--- src/rtl/rcu_seq_pkg.sv ---
// Shared types and constants for the RCU reset/clock-enable sequencer.
// Holds the FSM state encoding, the APB word map and the register reset values.
package rcu_seq_pkg;

    typedef enum logic [2:0] {
        ST_IDLE      = 3'd0,
        ST_WAIT_LOCK = 3'd1,
        ST_CH_EN     = 3'd2,
        ST_CH_RST    = 3'd3,
        ST_RUN       = 3'd4,
        ST_REASSERT  = 3'd5,
        ST_ERR       = 3'd6
    } state_e;

    localparam logic [3:0] REG_CTRL = 4'd0;
    localparam logic [3:0] REG_CHEN = 4'd1;
    localparam logic [3:0] REG_DLY  = 4'd2;
    localparam logic [3:0] REG_TMO  = 4'd3;
    localparam logic [3:0] REG_STAT = 4'd4;

    localparam logic [15:0] CHEN_RST = 16'hFFFF;
    localparam int unsigned DLY_RST  = 8;

endpackage

--- src/rtl/rcu_seq_cnt.sv ---
// Gap/timeout counter: load clears it, expires at max(lim,1)-1 and holds there.
// Latency: limit captured at load; exp_o is combinational from the count.
// Backpressure: none.
module rcu_seq_cnt #(
    parameter int W = 16
) (
    input  logic         clk_i,
    input  logic         rst_i,
    input  logic         load_i,
    input  logic [W-1:0] lim_i,
    output logic         exp_o
);

    logic [W-1:0] cnt_q;
    logic [W-1:0] end_q;

    always_ff @(posedge clk_i or posedge rst_i) begin
        if (rst_i) begin
            cnt_q <= '0;
            end_q <= '0;
        end else if (load_i) begin
            cnt_q <= '0;
            // A zero limit behaves like one so every timed step lasts at least a cycle.
            end_q <= (lim_i == '0) ? '0 : W'(lim_i - 1'b1);
        end else if (cnt_q != end_q) begin
            cnt_q <= cnt_q + 1'b1;
        end
    end

    assign exp_o = (cnt_q == end_q);

endmodule

--- src/rtl/apb4_rcu_seq.sv ---
// RCU sequencer: releases NUM_CH domains one by one after PLL lock, re-asserts on fault.
// Latency: APB zero wait states; START at T leaves IDLE at T+1; each channel costs 2*DLY.
// Backpressure: none, pready_o tied high.
module apb4_rcu_seq #(
    parameter int NUM_CH    = 6,
    parameter int DLY_WIDTH = 16
) (
    input  logic              clk_i,
    input  logic              rst_i,
    input  logic [31:0]       paddr_i,
    input  logic              psel_i,
    input  logic              penable_i,
    input  logic              pwrite_i,
    input  logic [31:0]       pwdata_i,
    output logic [31:0]       prdata_o,
    output logic              pready_o,
    output logic              pslverr_o,
    input  logic              pll_lock_i,
    input  logic              wdt_req_i,
    output logic [NUM_CH-1:0] clk_en_o,
    output logic [NUM_CH-1:0] rst_o,
    output logic              irq_o
);
    import rcu_seq_pkg::*;

    localparam logic [3:0] LAST_IDX = 4'(NUM_CH - 1);

    state_e                state_q, state_d;
    logic [3:0]            idx_q, idx_d;
    logic [NUM_CH-1:0]     en_q, en_d, rst_q, rst_d, chen_q, sel_q, sel_d;
    logic [DLY_WIDTH-1:0]  dly_q, tmo_q, cnt_lim;
    logic                  bypass_q, auto_en_q, auto_q, auto_d;
    logic                  done_q, terr_q, irq_q, irq_d;
    logic                  done_set, done_clr, terr_set, terr_clr;
    logic                  cnt_load, cnt_exp;
    logic                  acc_wr, acc_rd, start_p, swrst_p;
    logic                  lock_lost, reassert, busy;
    logic [3:0]            widx;
    logic [31:0]           rdata;
    logic                  unused_apb;

    assign widx     = paddr_i[5:2];
    assign acc_wr   = psel_i & penable_i & pwrite_i;
    assign acc_rd   = psel_i & penable_i & ~pwrite_i;
    assign swrst_p  = acc_wr && (widx == REG_CTRL) && pwdata_i[1];
    assign start_p  = acc_wr && (widx == REG_CTRL) && pwdata_i[0] && !pwdata_i[1];
    assign terr_clr = acc_wr && (widx == REG_STAT) && pwdata_i[2];

    assign unused_apb = ^{paddr_i[31:6], paddr_i[1:0], pwdata_i};

    always_ff @(posedge clk_i or posedge rst_i) begin
        if (rst_i) begin
            bypass_q  <= 1'b0;
            auto_en_q <= 1'b0;
            chen_q    <= CHEN_RST[NUM_CH-1:0];
            dly_q     <= DLY_WIDTH'(DLY_RST);
            tmo_q     <= '1;
        end else if (acc_wr) begin
            case (widx)
                REG_CTRL: begin
                    bypass_q  <= pwdata_i[2];
                    auto_en_q <= pwdata_i[3];
                end
                REG_CHEN: chen_q <= pwdata_i[NUM_CH-1:0];
                REG_DLY:  dly_q  <= pwdata_i[DLY_WIDTH-1:0];
                REG_TMO:  tmo_q  <= pwdata_i[DLY_WIDTH-1:0];
                default:  ;
            endcase
        end
    end

    always_ff @(posedge clk_i or posedge rst_i) begin
        if (rst_i) begin
            terr_q <= 1'b0;
            done_q <= 1'b0;
        end else begin
            if (terr_set)      terr_q <= 1'b1;
            else if (terr_clr) terr_q <= 1'b0;
            if (done_set)      done_q <= 1'b1;
            else if (done_clr) done_q <= 1'b0;
        end
    end

    always_ff @(posedge clk_i or posedge rst_i) begin
        if (rst_i) begin
            state_q <= ST_IDLE;
            idx_q   <= '0;
            en_q    <= '0;
            rst_q   <= '1;
            irq_q   <= 1'b0;
            auto_q  <= 1'b0;
        end else begin
            state_q <= state_d;
            idx_q   <= idx_d;
            en_q    <= en_d;
            rst_q   <= rst_d;
            irq_q   <= irq_d;
            auto_q  <= auto_d;
        end
    end

    assign sel_q     = NUM_CH'(1) << idx_q;
    assign lock_lost = !pll_lock_i && !bypass_q;
    assign reassert  = swrst_p || wdt_req_i || lock_lost;

    always_comb begin
        state_d  = state_q;
        idx_d    = idx_q;
        en_d     = en_q;
        rst_d    = rst_q;
        irq_d    = 1'b0;
        auto_d   = auto_q;
        done_set = 1'b0;
        done_clr = 1'b0;
        terr_set = 1'b0;
        case (state_q)
            ST_IDLE: begin
                if (swrst_p) begin
                    auto_d = 1'b0;
                end else if (start_p || auto_q) begin
                    auto_d  = 1'b0;
                    idx_d   = '0;
                    state_d = (bypass_q || pll_lock_i) ? ST_CH_EN : ST_WAIT_LOCK;
                end
            end
            ST_WAIT_LOCK: begin
                // Lock is expected to be low here, so only explicit requests re-assert.
                if (swrst_p || wdt_req_i) begin
                    state_d = ST_REASSERT;
                end else if (pll_lock_i || bypass_q) begin
                    state_d = ST_CH_EN;
                    idx_d   = '0;
                end else if (cnt_exp) begin
                    state_d  = ST_ERR;
                    terr_set = 1'b1;
                    irq_d    = 1'b1;
                end
            end
            ST_CH_EN: begin
                if (reassert) begin
                    state_d = ST_REASSERT;
                end else if (!(|(en_q & sel_q)) || cnt_exp) begin
                    // A disabled channel never got its enable set, so it advances at once.
                    if (|(en_q & sel_q)) begin
                        state_d = ST_CH_RST;
                        rst_d   = rst_q & ~sel_q;
                    end else if (idx_q == LAST_IDX) begin
                        state_d  = ST_RUN;
                        done_set = 1'b1;
                        irq_d    = 1'b1;
                    end else begin
                        idx_d = idx_q + 4'd1;
                    end
                end
            end
            ST_CH_RST: begin
                if (reassert) begin
                    state_d = ST_REASSERT;
                end else if (cnt_exp) begin
                    if (idx_q == LAST_IDX) begin
                        state_d  = ST_RUN;
                        done_set = 1'b1;
                        irq_d    = 1'b1;
                    end else begin
                        state_d = ST_CH_EN;
                        idx_d   = idx_q + 4'd1;
                    end
                end
            end
            ST_RUN: begin
                if (reassert) state_d = ST_REASSERT;
            end
            ST_REASSERT: begin
                if (cnt_exp) begin
                    state_d  = ST_IDLE;
                    idx_d    = '0;
                    en_d     = '0;
                    done_clr = 1'b1;
                    auto_d   = auto_en_q;
                end
            end
            ST_ERR: begin
                if (swrst_p) begin
                    state_d = ST_IDLE;
                    idx_d   = '0;
                end
            end
            default: state_d = ST_IDLE;
        endcase

        // Any state or channel change restarts the shared counter with the limit
        // that belongs to the step being entered.
        cnt_load = (state_d != state_q) || (idx_d != idx_q);
        sel_d    = NUM_CH'(1) << idx_d;
        cnt_lim  = (state_d == ST_WAIT_LOCK) ? tmo_q : dly_q;
        if (cnt_load && (state_d == ST_CH_EN))    en_d  = en_q | (chen_q & sel_d);
        if (cnt_load && (state_d == ST_REASSERT)) rst_d = '1;
    end

    rcu_seq_cnt #(
        .W(DLY_WIDTH)
    ) u_cnt (
        .clk_i (clk_i),
        .rst_i (rst_i),
        .load_i(cnt_load),
        .lim_i (cnt_lim),
        .exp_o (cnt_exp)
    );

    assign busy = (state_q == ST_WAIT_LOCK) || (state_q == ST_CH_EN) ||
                  (state_q == ST_CH_RST)    || (state_q == ST_REASSERT);

    always_comb begin
        rdata = '0;
        case (widx)
            REG_CTRL: rdata[3:2] = {auto_en_q, bypass_q};
            REG_CHEN: rdata[NUM_CH-1:0] = chen_q;
            REG_DLY:  rdata[DLY_WIDTH-1:0] = dly_q;
            REG_TMO:  rdata[DLY_WIDTH-1:0] = tmo_q;
            REG_STAT: begin
                rdata[0]    = busy;
                rdata[1]    = done_q;
                rdata[2]    = terr_q;
                rdata[6:4]  = state_q;
                rdata[11:8] = idx_q;
            end
            default: ;
        endcase
    end

    assign prdata_o  = acc_rd ? rdata : 32'd0;
    assign pready_o  = 1'b1;
    assign pslverr_o = 1'b0;
    assign clk_en_o  = en_q;
    assign rst_o     = rst_q;
    assign irq_o     = irq_q;

endmodule

--- config.mk ---
export PLATFORM = sky130hd
export DESIGN_NAME = apb4_rcu_seq
export DESIGN_NICKNAME = d
export VERILOG_FILES = /design/src/rtl/rcu_seq_pkg.sv /design/src/rtl/rcu_seq_cnt.sv /design/src/rtl/apb4_rcu_seq.sv
export SDC_FILE = /design/constraint.sdc
export NUM_CORES = 1
export LEC_CHECK = 0
export ABC_AREA = 1
export CAP_MARGIN = 40
export CORE_ASPECT_RATIO = 0.75
export CORE_MARGIN = 10
export CORE_UTILIZATION = 45
export CTS_CLUSTER_DIAMETER = 30
export DETAILED_ROUTE_END_ITERATION = 12
export HOLD_SLACK_MARGIN = 0.02
export PLACE_DENSITY = 0.8
export SLEW_MARGIN = 10
export SYNTH_ARGS = -nofsm -noshare
export SYNTH_HDL_FRONTEND = slang
export SYNTH_SLANG_ARGS = --single-unit
--- constraint.sdc ---
create_clock -name clk_i -period 6.1 [get_ports clk_i]
set_clock_uncertainty 0.2 [all_clocks]
set_input_delay 1.22 -clock clk_i [delete_from_list [all_inputs] [get_ports clk_i]]
set_output_delay 1.22 -clock clk_i [all_outputs]
set_load 0.03 [all_outputs]
* After elaboration in Yosys (flattened, before gate mapping)
Cells that the tools add are included.
Word-level totals: flip-flop bits (word level) 95, input bits 71, output and inout port bits 47
Cells by class: shift operators 2, eq/ne operators 21, $add $sub $neg 3, reduce and logical (&&, ||, !) cells 42, muxes and demuxes 72, bitwise operators 9
Operators with widths (number):
- 16-bit two-way mux | 5
- 4-bit two-way mux | 12
- 6-bit two-way mux | 8
- 3-bit two-way mux | 15
- 4-bit case mux with 6 select lines | 1
- 3-bit case mux with 7 select lines | 1
- 6-bit bitwise AND | 3
- 1-bit two-way mux | 18
- 2-bit nonzero test | 9
- 16-bit by 1-bit adder with 16-bit output, second input constant | 1
- 16-bit == test | 1
- 16-bit zero test | 1
- 16-bit inequality test | 1
- 2-bit case mux with 4 select lines | 2
- 16-bit by 1-bit subtractor with 16-bit output, second input constant | 1
- 3-bit == test, second input constant | 4
- 4-bit case mux with 3 select lines | 1
- 1-bit by 4-bit left shift with 6-bit output, first input constant | 2
- 2-bit AND reduction | 5
- 3-bit by 2-bit == test with 1-bit output, second input constant | 3
- 1-bit logical AND | 9
- 1-bit logical OR | 9
- 4-bit by 2-bit == test with 1-bit output, second input constant | 2
- 4-bit by 3-bit == test with 1-bit output, second input constant | 2
- other kinds (24) | 33

* Logic depth before layout (Yosys ltp)
depth after elaboration 14, gate-level depth with buffers 24

* Cells and area by module
Synthesis repeated with hierarchy kept, for this count alone.
Second synthesis, totals: cell total of the unflattened synthesis 974, area total of the unflattened synthesis 6762.7 µm²
Modules (own cells, without submodules):
- apb4_rcu_seq | area each 4267.8 µm², seq. area each 1612.8 µm², cells an instance 600, instances 1
- rcu_seq_cnt | area each 2494.9 µm², seq. area each 800.8 µm², cells an instance 374, instances 1

* Worst setup path before layout
Ideal clock, no wire load.
path kind input to output, from input port paddr_i[5], to output port prdata_o[3], buffers on the path 1, slack 2.055 ns, cell stages on the path 8, data required time 4.680 ns, arrival time 2.625 ns, cells stage by stage nor2_1 > inv_1 > nor3_1 > clkbuf_1 > nand2_1 > o21ai_0 > a221oi_1 > nor2_1
Between the ends: cells in the longest elaborated chain, start to end 3, elaborated cells between the ends (all ways) 6, those cells by class 3 x eq/ne; 2 x mux; 1 x reduce/logical
RTL lines:
- from (decl) | line apb4_rcu_seq.sv:10 | input logic [31:0] paddr_i,
- 4-bit by 2-bit == test with 1-bit output, or another cell as far along | line apb4_rcu_seq.sv:215 | case (widx)
- 1-bit case mux with 4 select lines (*) | line apb4_rcu_seq.sv:215
- 16-bit two-way mux (*) | line apb4_rcu_seq.sv:231 | assign prdata_o = acc_rd ? rdata : 32'd0;
- to (decl) | line apb4_rcu_seq.sv:15 | output logic [31:0] prdata_o,
Every way passes the cells marked *; elsewhere a longest branch is shown, timed or not.

* Worst setup path in the final report
from input port paddr_i[5], to output port prdata_o[1]
Between the ends: cells in the longest elaborated chain, start to end 3, elaborated cells between the ends (all ways) 6, those cells by class 4 x eq/ne; 2 x mux
RTL lines (line):
- 4-bit by 3-bit == test with 1-bit output, or another cell as far along | apb4_rcu_seq.sv:215
- 2-bit case mux with 4 select lines (*) | apb4_rcu_seq.sv:215
- 16-bit two-way mux (*) | apb4_rcu_seq.sv:231
Marked as above.

==> impl_metrics.tcl <==
set metrics [dict create \
    status "finished, final reports clean" \
    synth_cell_types 42 \
    slew_headroom_pct 48.7 \
    drive_above_1_share_pct 12.6 \
    antenna_found_initial 0 \
    die_h_um 123 \
    sw_frac_of_total_pct 48.7 \
    drt_iter0_drc 576 \
    design.die.area_mm2 0.0193 \
    synthSimpleGateAreaFrac_pct 35.1 \
    ant_nets 0 \
    min_path_cells 2 \
    path_cells "clkdlybuf4s50_1, nor2_1, inv_1, nor3_1, a221oi_1, nor2_1, clkdlybuf4s50_1" \
    crit_path_end_kind "output port" \
    rsz0062_at_grt "no" \
    finalInstanceArea_mm2 0.00732 \
    synthCells 908 \
    rows 37 \
    io_pins 118 \
    synth_top_family_by_area "simple AND/OR/NAND/NOR gates" \
    reg2reg_depth 20 \
    worst_pin_slew_ns 0.764 \
    synthToLayoutAreaGrowth_pct 15.3 \
    cts_tree "built" \
    drtPass1Iterations 5 \
    cts_hold_buf 0 \
    cts_resized 0 \
    clkPwrFrac_pct 17.6 \
    max_stage_delay_ns 0.70 \
    remaining_drc_errors 0 \
    numCtsBuffers 9 \
    post-cts-setup-buffers 0 \
    ys.warnings.count 0 \
    grt_usage_pct 17.6 \
    seqPwrFrac_pct 28.6 \
    cp.buffers_inverters 3 \
    maxSlewViolCount 0 \
    dp_hpwl_um 12700 \
    synth_flop_cell "dfrtp_1" \
    cp-start-kind "primary input" \
    postLayoutCoreUtil_pct 53.2 \
    synth_seq_cells 95 \
    slowest_stage "clkdlybuf4s50_1" \
    avgSynthCellArea_um2 6.99 \
    cts_buffer_depth 2 \
    initial_core_util_pct 46.2 \
    cts.sinks 95 \
    gp_congestion 0.916 \
    period_needed_ns 4.99 \
    nNetsFinal 1038 \
    r2r_start "idx_q[0]" \
    hold_class "reg -> reg" \
    first_global_vias 5649 \
    finalSetupViolations 0 \
    synth-compound-area-share_pct 11.3 \
    irDropWorstVdd_v 0.000248 \
    clk_pin_slew_ns 0.07 \
    hold_path_end "rst_o[3]" \
    clk_latency_ns 0.36 \
    grt_max_degree 68 \
    hold_viol 0 \
    r2r_slack_ns 2.02 \
    h-tree-depth 3 \
    via_per_inst 5.23 \
    worst-endpoint-required_ns 4.68 \
    synth_fa_ha_area_share_pct 1.38 \
    power_mw 3.13 \
    post-route-period-util_pct 81.8 \
    dr_total_vias 5963 \
    synth.mux.area_fraction_pct 0 \
    crit_fanout 7 \
    power.net_switching_mw 1.52 \
    critical_path_arrival_ns 3.57 \
    core-area_mm2 0.0137 \
    startpoint "paddr_i[5]" \
    fmax_mhz 200 \
    async_flop_share_pct 100 \
    place_area_mm2 0.00700 \
    grt-ovfl-total 0 \
    r2r-end "u_cnt.end_q[14]" \
    yosysSeqAreaShare_pct 38.0 \
    port_buffers 55 \
    wl_um 16600 \
    netlist_area_mm2 0.00635 \
    combPwrFrac_pct 53.8 \
    crit_family "buffers and inverters" \
    tns_ns 0 \
    grt_pass1_wl_um 28000 \
    path_class "in -> out" \
    wl_per_cell_um 14.6 \
    root_buffer "clkbuf_16" \
    cellLeakagePower_nw 3.45 \
    die_w_um 157 \
    synthXorXnorAreaFrac_pct 2.21 \
    power_density_mw_per_mm2 428 \
    synth_edf_count 0 \
    p_int_mw 1.61 \
    antenna_cells 0 \
    whs_ns 0.279 \
    drv_cap 0 \
    hp-start "rst_o[3]" \
]
-- power by group through the flow --
| stage | sequential, mW | clock, mW | combinational [mW] |
|---|---|---|---|
| global placement | 0.896 | 0 | 1.62 |
| finish | 0.894 | 0.552 | 1.68 |
| detailed placement | 0.900 | 0 | 1.66 |
| CTS | 0.889 | 0.561 | 1.67 |
| floorplan | 0.885 | 0 | 1.36 |
| global route | 0.908 | 0.586 | 1.89 |
-- registers in the layout, summed over array words and instances, names as in the netlist --
name,flops
irq_o,1
terr_q,1
done_q,1
auto_q,1
idx_q,4
bypass_q,1
dly_q,16
rst_o,6
u_cnt.cnt_q,16
tmo_q,16
state_q,3
chen_q,6
u_cnt.end_q,16
auto_en_q,1
clk_en_o,6
-- synthesized netlist by cell type, types with 7 or more instances --
library cell / instances / share of area, %
a21oi_1: 16 / 1.3
nor3_1: 20 / 1.6
buf_4: 21 / 2.5
nand3_1: 41 / 3.2
o21ai_0: 64 / 5.0
nand2_2: 12 / 1.2
nand4_1: 30 / 3.0
clkbuf_1: 11 / 0.65
dfstp_2: 29 / 12
nor2_1: 83 / 4.9
ha_1: 7 / 1.4
dfrtp_1: 66 / 26
o22ai_1: 7 / 0.69
inv_1: 110 / 6.5
xor2_1: 15 / 2.1
nor2_4: 9 / 1.6
inv_2: 17 / 1.0
nand2_1: 286 / 17
o21ai_2: 11 / 1.5
-- stage by stage --
step / instances / setup WS, ns
detailed placement: 1123 / 1.12
finish: 1140 / 1.11
CTS: 1139 / 1.13
global placement: 1121 / 1.15
floorplan: 924 / 2.05
global route: 1140 / 0.869
-- cell usage in the layout, fill, tap and decap left out, types with 15 or more instances in the layout --
cell / instances
nand4_1: 30
clkdlybuf4s50_1: 55
dfstp_2: 29
inv_2: 17
conb_1: 18
dfrtp_1: 66
nand2_1: 286
xor2_1: 15
o21ai_0: 64
nor2_1: 83
a21oi_1: 16
nor3_1: 20
nand3_1: 41
inv_1: 109
-- per-layer routing --
metal	part of all wire (%)	routed length (um)	track usage, %
met2	44	7330	27.3
met5	0	0	0
met1	47	7810	24.2
met4	1.1	190	4.08
met3	7.7	1280	4.72
-- cell type report --
cell class | count | area (um^2)
tap | 175 | 219
timing repair buffer | 67 | 676
clock inverter | 7 | 63.8
fill | 1315 | 6430
multi-input combinational | 660 | 3240
sequential | 95 | 2410
clock buffer | 9 | 225
inverter | 127 | 478
-- tightest hold or removal path: stages (launching register included) --
cell     delay (ns)
dfstp_2        0.38
nand2_1        0.06
nand2_1        0.05
-- cells by family (layout without fill, tap and decap cells) --
group,count (synthesis),in the layout
simple gates,501,501
xor+xnor,16,16
buf+inv,169,210
fa+ha+maj,7,7
compound gates,118,118
flops,95,95
other cells,2,18
-- how the worst max path moves through the flow --
stage	end	slack, ns	depth (start not counted)
2_1_floorplan	prdata_o[3]	2.05	8
3_3_place_gp	prdata_o[1]	1.15	7
3_5_place_dp	u_cnt.end_q[14]	1.12	22
4_1_cts	prdata_o[1]	1.13	7
5_1_grt	prdata_o[0]	0.87	10
6_report	prdata_o[1]	1.11	7
Note: power is estimated with default switching activity, not from simulation.
